### config.mk
export PLATFORM = sky130hd
export DESIGN_NAME = mem_access_ctrl
export DESIGN_NICKNAME = d
export VERILOG_FILES = /design/src/rtl/mem_ctrl_pkg.sv /design/src/rtl/rr_arbiter.sv /design/src/rtl/mem_access_ctrl.sv
export SDC_FILE = /design/constraint.sdc
export NUM_CORES = 1
export LEC_CHECK = 0
export CAP_MARGIN = 15
export CORE_MARGIN = 2
export CORE_UTILIZATION = 45
export DETAILED_ROUTE_END_ITERATION = 7
export PLACE_DENSITY_LB_ADDON = 0.08
export SYNTH_ARGS = -nofsm -noshare
export SYNTH_HDL_FRONTEND = slang
export SYNTH_SLANG_ARGS = --single-unit
### constraint.sdc
create_clock -name clk -period 4.3 [get_ports clk]
set_input_delay 0.86 -clock clk [delete_from_list [all_inputs] [get_ports clk]]
set_output_delay 0.86 -clock clk [all_outputs]
set_load 0.05 [all_outputs]
### src/rtl/mem_ctrl_pkg.sv
// mem_ctrl_pkg: shared types and helpers for
// the mem_access_ctrl block RAM controller.
package mem_ctrl_pkg;

  typedef enum logic {
    SERVE = 1'b0,
    SWEEP = 1'b1
  } ctrl_state_e;

  localparam int DEPTH_DFLT = 1024;

  // Extra bit so the final sweep index never aliases 0.
  localparam int SWEEP_CNT_W_DFLT = $clog2(DEPTH_DFLT) + 1;

  function automatic int unsigned sweep_cnt_w(
    input int unsigned depth
  );
    return $clog2(depth) + 1;
  endfunction

  function automatic int unsigned rr_next(
    input int unsigned win,
    input int unsigned n
  );
    return (win == n - 1) ? 0 : win + 1;
  endfunction

endpackage

### src/rtl/rr_arbiter.sv
// rr_arbiter: round-robin one-hot grant with an
// internal pointer that moves past each winner.
module rr_arbiter
  import mem_ctrl_pkg::*;
#(
  parameter int N = 2
) (
  input  logic         clk,
  input  logic         reset,
  input  logic [N-1:0] req,
  output logic [N-1:0] gnt
);

  localparam int PW = (N > 1) ? $clog2(N) : 1;

  logic [PW-1:0] ptr;
  logic [PW-1:0] win;
  logic [PW-1:0] idx;
  logic [PW:0]   sum;
  logic          found;

  always_comb begin
    gnt   = '0;
    win   = '0;
    idx   = '0;
    sum   = '0;
    found = 1'b0;
    for (int i = 0; i < N; i++) begin
      sum = {1'b0, ptr} + (PW+1)'(i);
      if (sum >= (PW+1)'(N))
        sum = sum - (PW+1)'(N);
      idx = sum[PW-1:0];
      if (!found && req[idx]) begin
        found    = 1'b1;
        gnt[idx] = 1'b1;
        win      = idx;
      end
    end
  end

  always_ff @(posedge clk or negedge reset) begin
    if (!reset)
      ptr <= '0;
    else if (found)
      ptr <= PW'(rr_next(32'(win), N));
  end

endmodule

### src/rtl/mem_access_ctrl.sv
// mem_access_ctrl: N-requester front end for a
// read-first simple-dual-port RAM with a fill sweep.
module mem_access_ctrl
  import mem_ctrl_pkg::*;
#(
  parameter int WID_MEM   = 16,
  parameter int DEPTH_MEM = DEPTH_DFLT,
  parameter int ADDR_W    = 32,
  parameter int N_REQ     = 2
) (
  input  logic                            clk,
  input  logic                            reset,
  input  logic [N_REQ-1:0]                req_valid,
  input  logic [N_REQ-1:0]                req_we,
  input  logic [N_REQ-1:0][ADDR_W-1:0]    req_addr,
  input  logic [N_REQ-1:0][WID_MEM-1:0]   req_wdata,
  output logic [N_REQ-1:0]                req_ready,
  output logic [N_REQ-1:0]                rsp_valid,
  output logic                            rsp_err,
  output logic [WID_MEM-1:0]              rsp_rdata,
  output logic [ADDR_W-1:0]               mem_raddr,
  output logic [ADDR_W-1:0]               mem_waddr,
  output logic [WID_MEM-1:0]              mem_din,
  output logic                            mem_we,
  input  logic [WID_MEM-1:0]              mem_dout,
  input  logic                            sweep_start,
  input  logic [WID_MEM-1:0]              sweep_value,
  output logic                            sweep_busy,
  output logic                            sweep_done
);

  localparam int CNT_W = sweep_cnt_w(DEPTH_MEM);
  localparam logic [ADDR_W-1:0] LIM =
    ADDR_W'(DEPTH_MEM);
  localparam logic [CNT_W-1:0] LAST =
    CNT_W'(DEPTH_MEM - 1);

  ctrl_state_e state, state_n;

  logic [CNT_W-1:0]   cnt, cnt_n;
  logic [WID_MEM-1:0] fill, fill_n;
  logic               done_n;
  logic               serve;

  logic [N_REQ-1:0]   rd_req, wr_req;
  logic [N_REQ-1:0]   rd_gnt, wr_gnt;
  logic [ADDR_W-1:0]  rd_addr, wr_addr;
  logic [WID_MEM-1:0] wr_data;
  logic               rd_ok, rd_bad, wr_ok;

  logic [ADDR_W-1:0]  raddr_q, waddr_q;
  logic [WID_MEM-1:0] din_q;
  logic [N_REQ-1:0]   rsp_q;
  logic               err_q;

  assign serve  = (state == SERVE);
  assign rd_req = req_valid & ~req_we
                & {N_REQ{serve}};
  assign wr_req = req_valid & req_we
                & {N_REQ{serve}};

  rr_arbiter #(.N(N_REQ)) u_rd_arb (
    .clk   (clk),
    .reset (reset),
    .req   (rd_req),
    .gnt   (rd_gnt)
  );

  rr_arbiter #(.N(N_REQ)) u_wr_arb (
    .clk   (clk),
    .reset (reset),
    .req   (wr_req),
    .gnt   (wr_gnt)
  );

  assign req_ready = rd_gnt | wr_gnt;

  always_comb begin
    rd_addr = '0;
    wr_addr = '0;
    wr_data = '0;
    for (int i = 0; i < N_REQ; i++) begin
      if (rd_gnt[i])
        rd_addr = req_addr[i];
      if (wr_gnt[i]) begin
        wr_addr = req_addr[i];
        wr_data = req_wdata[i];
      end
    end
  end

  // Out-of-range requests complete without touching the RAM.
  assign rd_ok  = (|rd_gnt) && (rd_addr < LIM);
  assign rd_bad = (|rd_gnt) && !(rd_addr < LIM);
  assign wr_ok  = (|wr_gnt) && (wr_addr < LIM);

  assign mem_raddr = rd_ok ? rd_addr : raddr_q;

  always_comb begin
    state_n   = state;
    cnt_n     = cnt;
    fill_n    = fill;
    done_n    = 1'b0;
    mem_we    = 1'b0;
    mem_waddr = waddr_q;
    mem_din   = din_q;
    unique case (state)
      SERVE: begin
        if (wr_ok) begin
          mem_we    = 1'b1;
          mem_waddr = wr_addr;
          mem_din   = wr_data;
        end
        if (sweep_start) begin
          state_n = SWEEP;
          cnt_n   = '0;
          fill_n  = sweep_value;
        end
      end
      SWEEP: begin
        mem_we    = 1'b1;
        mem_waddr = ADDR_W'(cnt);
        mem_din   = fill;
        cnt_n     = cnt + 1'b1;
        if (cnt == LAST) begin
          state_n = SERVE;
          done_n  = 1'b1;
        end
      end
      default: ;
    endcase
  end

  always_ff @(posedge clk or negedge reset) begin
    if (!reset) begin
      state      <= SERVE;
      cnt        <= '0;
      fill       <= '0;
      sweep_done <= 1'b0;
      raddr_q    <= '0;
      waddr_q    <= '0;
      din_q      <= '0;
      rsp_q      <= '0;
      err_q      <= 1'b0;
    end else begin
      state      <= state_n;
      cnt        <= cnt_n;
      fill       <= fill_n;
      sweep_done <= done_n;
      raddr_q    <= mem_raddr;
      waddr_q    <= mem_waddr;
      din_q      <= mem_din;
      rsp_q      <= rd_gnt;
      err_q      <= rd_bad;
    end
  end

  assign sweep_busy = (state == SWEEP);
  assign rsp_valid  = rsp_q;
  assign rsp_err    = err_q;
  assign rsp_rdata  = ((|rsp_q) && !err_q)
                    ? mem_dout : '0;

endmodule

==> reports/metrics.yaml, run 1 <==
logic_synthesis:
  syn_area_um2: 5170
  avgSynthCellArea_um2: 10.5
  ys_seq_elements: 114
  ys_seq_area_share_pct: 55.2
  synth_top_cell_area_share_pct: 55.2
  synth-edff-count: 0
  syn_inst: 491
  synth_area_leaders: "dfrtp_1 (55%), a22o_1 (5.9%), and2_1 (5.1%)"
  synth.yosys.warnings: 0
  synth_commonest_cells: "dfrtp_1 (114), and2_1 (42), a22o_1 (35)"
  synthFlopType: "dfrtp_1"
  yosysTopAreaCell: "dfrtp_1"
  synthesis.nets: 627
  synth_cell_type_count: 41
  yosysMostFrequentCell: "dfrtp_1"
  async_flop_share_pct: 100
worst_setup_path:
  end_kind: "output pin"
  arrival_ns: 3.36
  required_ns: 3.44
  crit_path_max_fanout: 16
  startpoint_type: "input pin"
  r2r_slack_ns: 1.76
  reg2reg_from: "sweep_busy"
  ff2ff_path_depth: 5
  critPathKind: "input pin to output pin"
  reg2reg_to: "cnt[5]"
drt:
  wl_per_cell_um: 19.6
  drt-pass1-iter-count: 5
  drc: 0
  drt_wl_total_um: 17200
  first_iter_violations: 357
  detail-route-antenna-nets: 0
  vias: 4942
  vias_per_cell: 5.62
sta:
  worst_pin_slew_ns: 0.850
  whs_ns: 0.420
  maxSlewViolCount: 0
  finClkSkew_ns: 0.00909
  finalHoldViolCount: 0
  post-route-period-util_pct: 98.2
  rsz0062_at_grt: "true"
  setup_viol: 0
  slew_headroom_pct: 43.1
  min_period_ns: 4.22
  fmax_ghz: 0.237
global_route:
  antenna_found_initial: 0
  overflow: 0
  grt_pass1_wl_um: 27700
  grt_usage_pct: 28.5
  grt_pass1_vias: 5203
  grt_max_degree: 87
floorplan:
  coreArea_um2: 11300
  io_pins: 239
  start_util_pct: 45.7
  die-area_um2: 12400
  die_y_um: 111
  rows: 39
  fp.dieW_um: 111
finish:
  final_core_util_pct: 78.5
  drive_gt1_share_pct: 21.2
  nNetsFinal: 861
  final_area_um2: 8880
  area_growth_pct: 71.8
  diodes: 0
  fin_cells: 880
  n_fill_cell: 725
power_and_ir_drop:
  ir_worst_vdd_uv: 323
  leakagePower_nw: 3.89
  power_density_nw_per_um2: 321
placement:
  portBuffers: 238
  placed_area_um2: 8170
  gp_congestion: 0.919
  hpwlAfterDp_um: 12100
  dp_cells: 848
clock_network:
  clk_latency_ns: 0.41
  clockRootBuffer: "clkbuf_16"
  cts_buffers: 17
  cts_tree: "done"
  post_cts_buffers: 0
  clk_pin_slew_ns: 0.05
  cts_sinks: 114
  htreeDepth: 4
  clock_path_buffers: 2
status:
  outcome: "complete, no violations"
job:
  cap_violations: 0
worst_hold_path:
  hp-class: "input pin to async pin"
cell usage in the layout (no fill, tap or decap), types with 3 or more instances in the layout:
cell type / instances
nand3_1: 8
a221oi_1: 18
a221oi_2: 6
a22o_1: 35
and3_1: 21
nand2b_1: 3
nand4_1: 6
nor3_1: 6
clkbuf_16: 17
nor2_1: 33
nor4_1: 8
o21ai_0: 24
a21oi_1: 4
dfrtp_1: 113
buf_12: 55
bufinv_16: 4
clkdlybuf4s50_1: 155
a2111oi_0: 16
and2_1: 41
nand2_1: 28
o31ai_1: 4
inv_1: 29
mux2_2: 10
buf_4: 44
clkbuf_8: 3
a2111oi_1: 7
metal layers:
metal / part of all wire (%) / GRT usage (%)
met1: 41 / 36.3
met2: 50 / 47.1
met3: 6.2 / 7.00
met4: 2.4 / 11.3
met5: 0 / 0
logic make-up after synthesis:
| kind of cell | synth area share (%) |
|---|---|
| AND/OR/NAND/NOR | 16.7 |
| XOR/XNOR | 0.339 |
| buffers and inverters | 5.45 |
| flip-flops | 55.2 |
| AO/OA/AOI/OAI | 19.7 |
| multiplexers | 2.37 |
| adder cells (fa/ha/maj) | 0.242 |
metrics by stage:
stage | power [mW] | TNS (ns) | setup slack, ns
finish | 2.85 | 0 | 0.0781
global route | 2.93 | -0.0805 | -0.0662
CTS | 2.87 | 0 | 0.00710
detailed placement | 1.39 | -0.0223 | -0.0223
global placement | 1.38 | 0 | 0.149
floorplan | 1.19 | 0 | 0.0671
registers in the layout, summed over array words and instances (netlist names), named ones only:
register	flops
raddr_q	32
din_q	16
fill	16
sweep_done	1
sweep_busy	1
waddr_q	32
rsp_err	1
cnt	11
rsp_valid	2
critical path: stages:
cell and delay (ns):
clkdlybuf4s50_1 0.42, nor4_1 0.32, nand4_1 0.22, and2_2 0.35, buf_4 0.23, a2111oi_0 0.57
a221oi_2 0.13, buf_4 0.26
how the worst max path moves through the flow:
stage / slack (ns) / from / endpoint
after global routing: -0.07 / req_addr[53] / mem_din[4]
after floorplan: 0.07 / req_addr[58] / mem_din[10]
after global placement: 0.15 / req_addr[49] / mem_waddr[6]
final: 0.08 / req_addr[30] / mem_din[7]
after CTS: 0.007 / req_addr[30] / mem_din[1]
after detailed placement: -0.02 / req_addr[30] / mem_din[7]
cell type report:
cell class | count | area [um2] | area share [%]
clock inverter | 9 | 154 | 1.73
multi-input combinational | 308 | 2110 | 23.8
sequential | 114 | 2850 | 32.1
timing repair buffer | 255 | 3000 | 33.8
inverter | 29 | 109 | 1.23
tap | 143 | 179 | 2.01
clock buffer | 22 | 474 | 5.34
power by group:
group | total [mW] | switching (mW) | internal [mW]
combinational | 0.266 | 0.119 | 0.147
clock | 1.48 | 0.472 | 1.01
sequential | 1.10 | 0.00717 | 1.10
repair_timing:
item | in CTS | in global routing
hold buffers | 0 | 0
gates resized for setup | 3 | 17
setup endpoints to repair | 3 | 40
No activity file was read; power rests on OpenSTA's default activity.
==> run 2: changes to the inputs <==
- ABC_CLOCK_PERIOD_IN_PS: unset -> 4300
==> results of run 2 <==
Same layout as run 1: the final DEF is identical, and so are final timing and power.
==> edit 1: new RTL, settings of run 1 <==
`ADDR_W`: 32 -> 64.
--- a/src/rtl/mem_access_ctrl.sv
+++ b/src/rtl/mem_access_ctrl.sv
@@ -6,5 +6,5 @@
   parameter int WID_MEM   = 16,
   parameter int DEPTH_MEM = DEPTH_DFLT,
-  parameter int ADDR_W    = 32,
+  parameter int ADDR_W    = 64,
   parameter int N_REQ     = 2
 ) (
Ports: changed (resized mem_raddr, mem_waddr and req_addr); port bits go from 239 to 367. No check against the original RTL was run, so the function may have changed too.
==> edit 1 against run 1 <==
Sequential power grew 78%; power grew 71%; hold slack gained 0.055 ns; global-route usage grew 0.68 points; critical path depth grew 2; combinational power grew to 5.4 times the old value; final area grew 51%; area after synthesis grew 38%; wire length grew 40%; worst setup slack lost 0.063 ns; via count grew 29%; sequential cell count grew 64; count of clock-buffer cells in the layout grew 2.
==> edit 1: results (changes against run 1) <==
Status -> finished, final reports clean
Commonest cells post-synth -> 178 x dfrtp_1, 90 x nand2_1, 83 x nor2b_1, 69 x and2_1, 34 x clkbuf_1
Gate Count Post-Synth -> 634 (+29%)
Clock skew -> 0.00901 ns (-0.0000727 ns)
Leak -> 0.00615 uW (+58%)
Clk_lat worst skew -> 0.43 ns (+0.02 ns)
Slowest cell on crit path -> clkdlybuf4s50_1
DRT iter0 DRCs -> 366 (+2.5%)
Vias in the first global route -> 6716 (+29%)
Ranking of synthesized cells by area -> dfrtp_1 62%, nor2b_1 7.3%, and2_1 6.0%
M2 GR Usage -> 46.3% (-0.78 points)
Multi-input logic area -> 0.00263 mm^2 (+24%)
Overall routing resource usage -> 29.2% (+0.68 points)
Fill count -> 823 (+14%)
Met1 Usage GRT -> 38.4% (+2.1 points)
Dpl cell area -> 0.0128 mm^2 (+57%)
Resize count post-CTS -> 4 (+1)
Layout cell share with drive strength beyond 1 -> 24.7% (+3.5 points)
Syn nets -> 834 (+33%)
Drt pass-1 iters -> 4 (-1)
Largest regs -> raddr_q x64, waddr_q x64
Worst rel slew slack -> 39.3% (-3.9 points)
M1 WL -> 10100 um (+42%)
First-pass GRT wire length -> 36900 um (+33%)
Slowest Stage Delay on Critical Path -> 0.47 ns (-0.10 ns)
Crit-path max FO -> 17 (+1)
Sequential cell area fraction in the yosys report -> 62.4% (+7.2 points)
IO Port Bufs -> 366 (+54%)
Initial antenna violation count -> 0 (unchanged)
Post-synthesis cell type count -> 33 (-20%)
Hold crit path type -> flip-flop to flip-flop
Placer Congestion -> 0.870 (-5.2%)
Wirelength per Cell -> 19.0 um (-2.8%)
Peak VDD IR -> 0.311 mV (-3.6%)
Routed length on met3 -> 2070 um (+95%)
Dpl hpwl -> 18000 um (+49%)
Metal2 WL -> 11500 um (+33%)
Largest net degree at the start of global routing -> 92 (+5.7%)
CP arrival -> 3.43 ns (+0.07 ns)
GR Layer Usage met3 -> 8.45% (+1.4 points)
Warnings from Yosys -> 0 (unchanged)
Nets -> 1240 (+44%)
-- edit 1: cell types whose count changed after synthesis, moves of 14 or more --
cell / change
and2_1: +27
nor2b_1: +83
nor2_1: -17
a22o_1: -25
nand2_1: +62
dfrtp_1: +64
inv_1: -26
o21ai_0: -14
a2111oi_0: -25
and3_1: -19
nor4_1: +15
o31ai_1: +25
-- edit 1: cell type report --
type / instances / area share [%]
Timing Repair Buffer: 425 / 41.0
Sequential cell: 178 / 33.2
Multi-Input combinational cell: 415 / 19.5
Clock buffer: 24 / 3.66
Tap cell: 216 / 2.01
Clock inverter: 8 / 0.577
Inverter: 3 / 0.0838
-- edit 1: final timing paths --
| check | startpoint | to | slack [ns] | cells after the start |
|---|---|---|---|---|
| worst max register to register | sweep_busy | raddr_q[30] | 1.86 | 8 |
| worst min register to register | fill[14] | fill[14] | 0.47 | 2 |
| worst min-delay path | fill[14] | fill[14] | 0.47 | 2 |
| min in group asynchronous | reset | waddr_q[49] | 0.51 | 1 |
| worst max-delay path | req_addr[32] | mem_raddr[5] | 0.01 | 10 |
| max in group asynchronous | reset | raddr_q[7] | 2.70 | 2 |
-- edit 1: kinds of logic after synthesis --
family | count (synthesis) | share of synthesized area [%]
AND/OR/NAND/NOR | 316 | 23.8
flip-flops | 178 | 62.4
AO/OA/AOI/OAI | 84 | 9.31
buffers and inverters | 41 | 2.26
multiplexers | 12 | 1.86
XOR/XNOR | 2 | 0.245
adder cells (fa/ha/maj) | 1 | 0.175
-- edit 1: power groups by stage --
stage                     combinational [uW]  sequential (uW)  clock (uW)
after floorplan                          612             1960           0
after global placement                  1410             1980           0
after detailed placement                1430             1990           0
after CTS                               1450             1960        1520
after global routing                    1540             1990        1570
final                                   1440             1960        1480
==> edit 2: new RTL, settings of run 1 <==
Without the edit above. `din_q` no longer has a reset.
--- a/src/rtl/mem_access_ctrl.sv
+++ b/src/rtl/mem_access_ctrl.sv
@@ -140,5 +140,4 @@
       raddr_q    <= '0;
       waddr_q    <= '0;
-      din_q      <= '0;
       rsp_q      <= '0;
       err_q      <= 1'b0;
@@ -150,8 +149,11 @@
       raddr_q    <= mem_raddr;
       waddr_q    <= mem_waddr;
-      din_q      <= mem_din;
       rsp_q      <= rd_gnt;
       err_q      <= rd_bad;
     end
+  end
+
+  always_ff @(posedge clk) begin
+    din_q <= mem_din;
   end
 
Formal check against the unedited RTL: not equivalent (Yosys sat finds a counterexample within 4 cycles, from zero or initial values and one cycle with reset low).
==> edit 2 against run 1 <==
The run now ends with negative setup slack left; sequential cell count stayed put; core utilization is 1.9 points higher; final area is 1.1% lower; register-to-register slack better by 0.17 ns; clock skew is 0.0029 ns lower; wire length is 1.8% higher; area after synthesis is 1.5% lower; power is 2.6% lower; highest routed layer unchanged; largest power group unchanged; worst setup slack worse by 0.11 ns.
==> edit 2: results (changes against run 1) <==
Status -> finished with violations
Failing checks -> negative setup slack
Worst r2r dst -> raddr_q[9]
Vias in the first global route -> 4950 (-4.9%)
Mux cell area share after synthesis -> 2.41% (+0.037 points)
Finished Layout Cells -> 876 (-0.45%)
Commonest cells post-synth -> 98 x dfrtp_1, 42 x and2_1, 35 x a22o_1, 34 x clkbuf_1, 34 x nor2_1
Peak VDD IR -> 0.212 mV (-34%)
Met1 Usage GRT -> 33.5% (-2.7 points)
Resize count post-CTS -> 0 (-3)
Placer Congestion -> 0.858 (-6.6%)
Metal2 WL -> 9140 um (+5.8%)
GR Layer Usage met3 -> 7.94% (+0.94 points)
Placed insts -> 844 (-0.47%)
DRT iter0 DRCs -> 255 (-29%)
Post-synthesis compound-gate area fraction -> 20.0% (+0.31 points)
Int Power -> 2180 uW (-3.5%)
Routed length on met3 -> 1470 um (+39%)
Final worst slack -> -0.0361 ns (-0.114 ns)
Worst R2R Path Depth -> 8 (+3)
Post-Place Worst Slack -> 0.0572 ns (+0.0795 ns)
Synth Area in XOR/XNOR -> 0.344% (+0.0053 points)
Wirelength, routed -> 17500 um (+1.8%)
Clock net power -> 1420 uW (-4%)
Dpl hpwl -> 12300 um (+1.7%)
Leak -> 0.00383 uW (-1.6%)
Crit path capture -> mem_waddr[6]
Dpl cell area -> 0.00809 mm^2 (-0.97%)
Seq pwr share -> 39.7% (+1.0 points)
CP arrival -> 3.48 ns (+0.12 ns)
Hold crit path type -> flip-flop to flip-flop
Setup crit start -> req_addr[58]
Nets -> 860 (-0.12%)
Final setup violation count -> 1 (+1)
[edit 2: cell types whose count changed after synthesis]
cell / delta
dfrtp_1: -16
dfxtp_1: +16
[edit 2: worst register-to-register path, stage by stage (launching register included)]
cell,delay [ns]
dfrtp_2,0.41
buf_4,0.28
nor3b_1,0.32
o21ai_1,0.17
inv_1,0.12
a21oi_1,0.07
o211ai_2,0.23
buf_4,0.24
mux2_2,0.40
[edit 2: final cells by class]
type                       count  area (um^2)
clock buffer                  21          460
clock inverter                10          134
fill                         681         2150
inverter                      29          109
multi-input combinational    308         2140
sequential                   114         2770
tap                          140          175
timing repair buffer         254         3000
[edit 2: how the worst min path moves through the flow]
stage / startpoint / to / depth (start not counted)
finish: cnt[9] / cnt[9] / 1
global route: cnt[5] / cnt[5] / 1
CTS: cnt[5] / cnt[5] / 1
detailed placement: cnt[5] / cnt[5] / 1
global placement: cnt[5] / cnt[5] / 1
floorplan: cnt[10] / sweep_done / 1
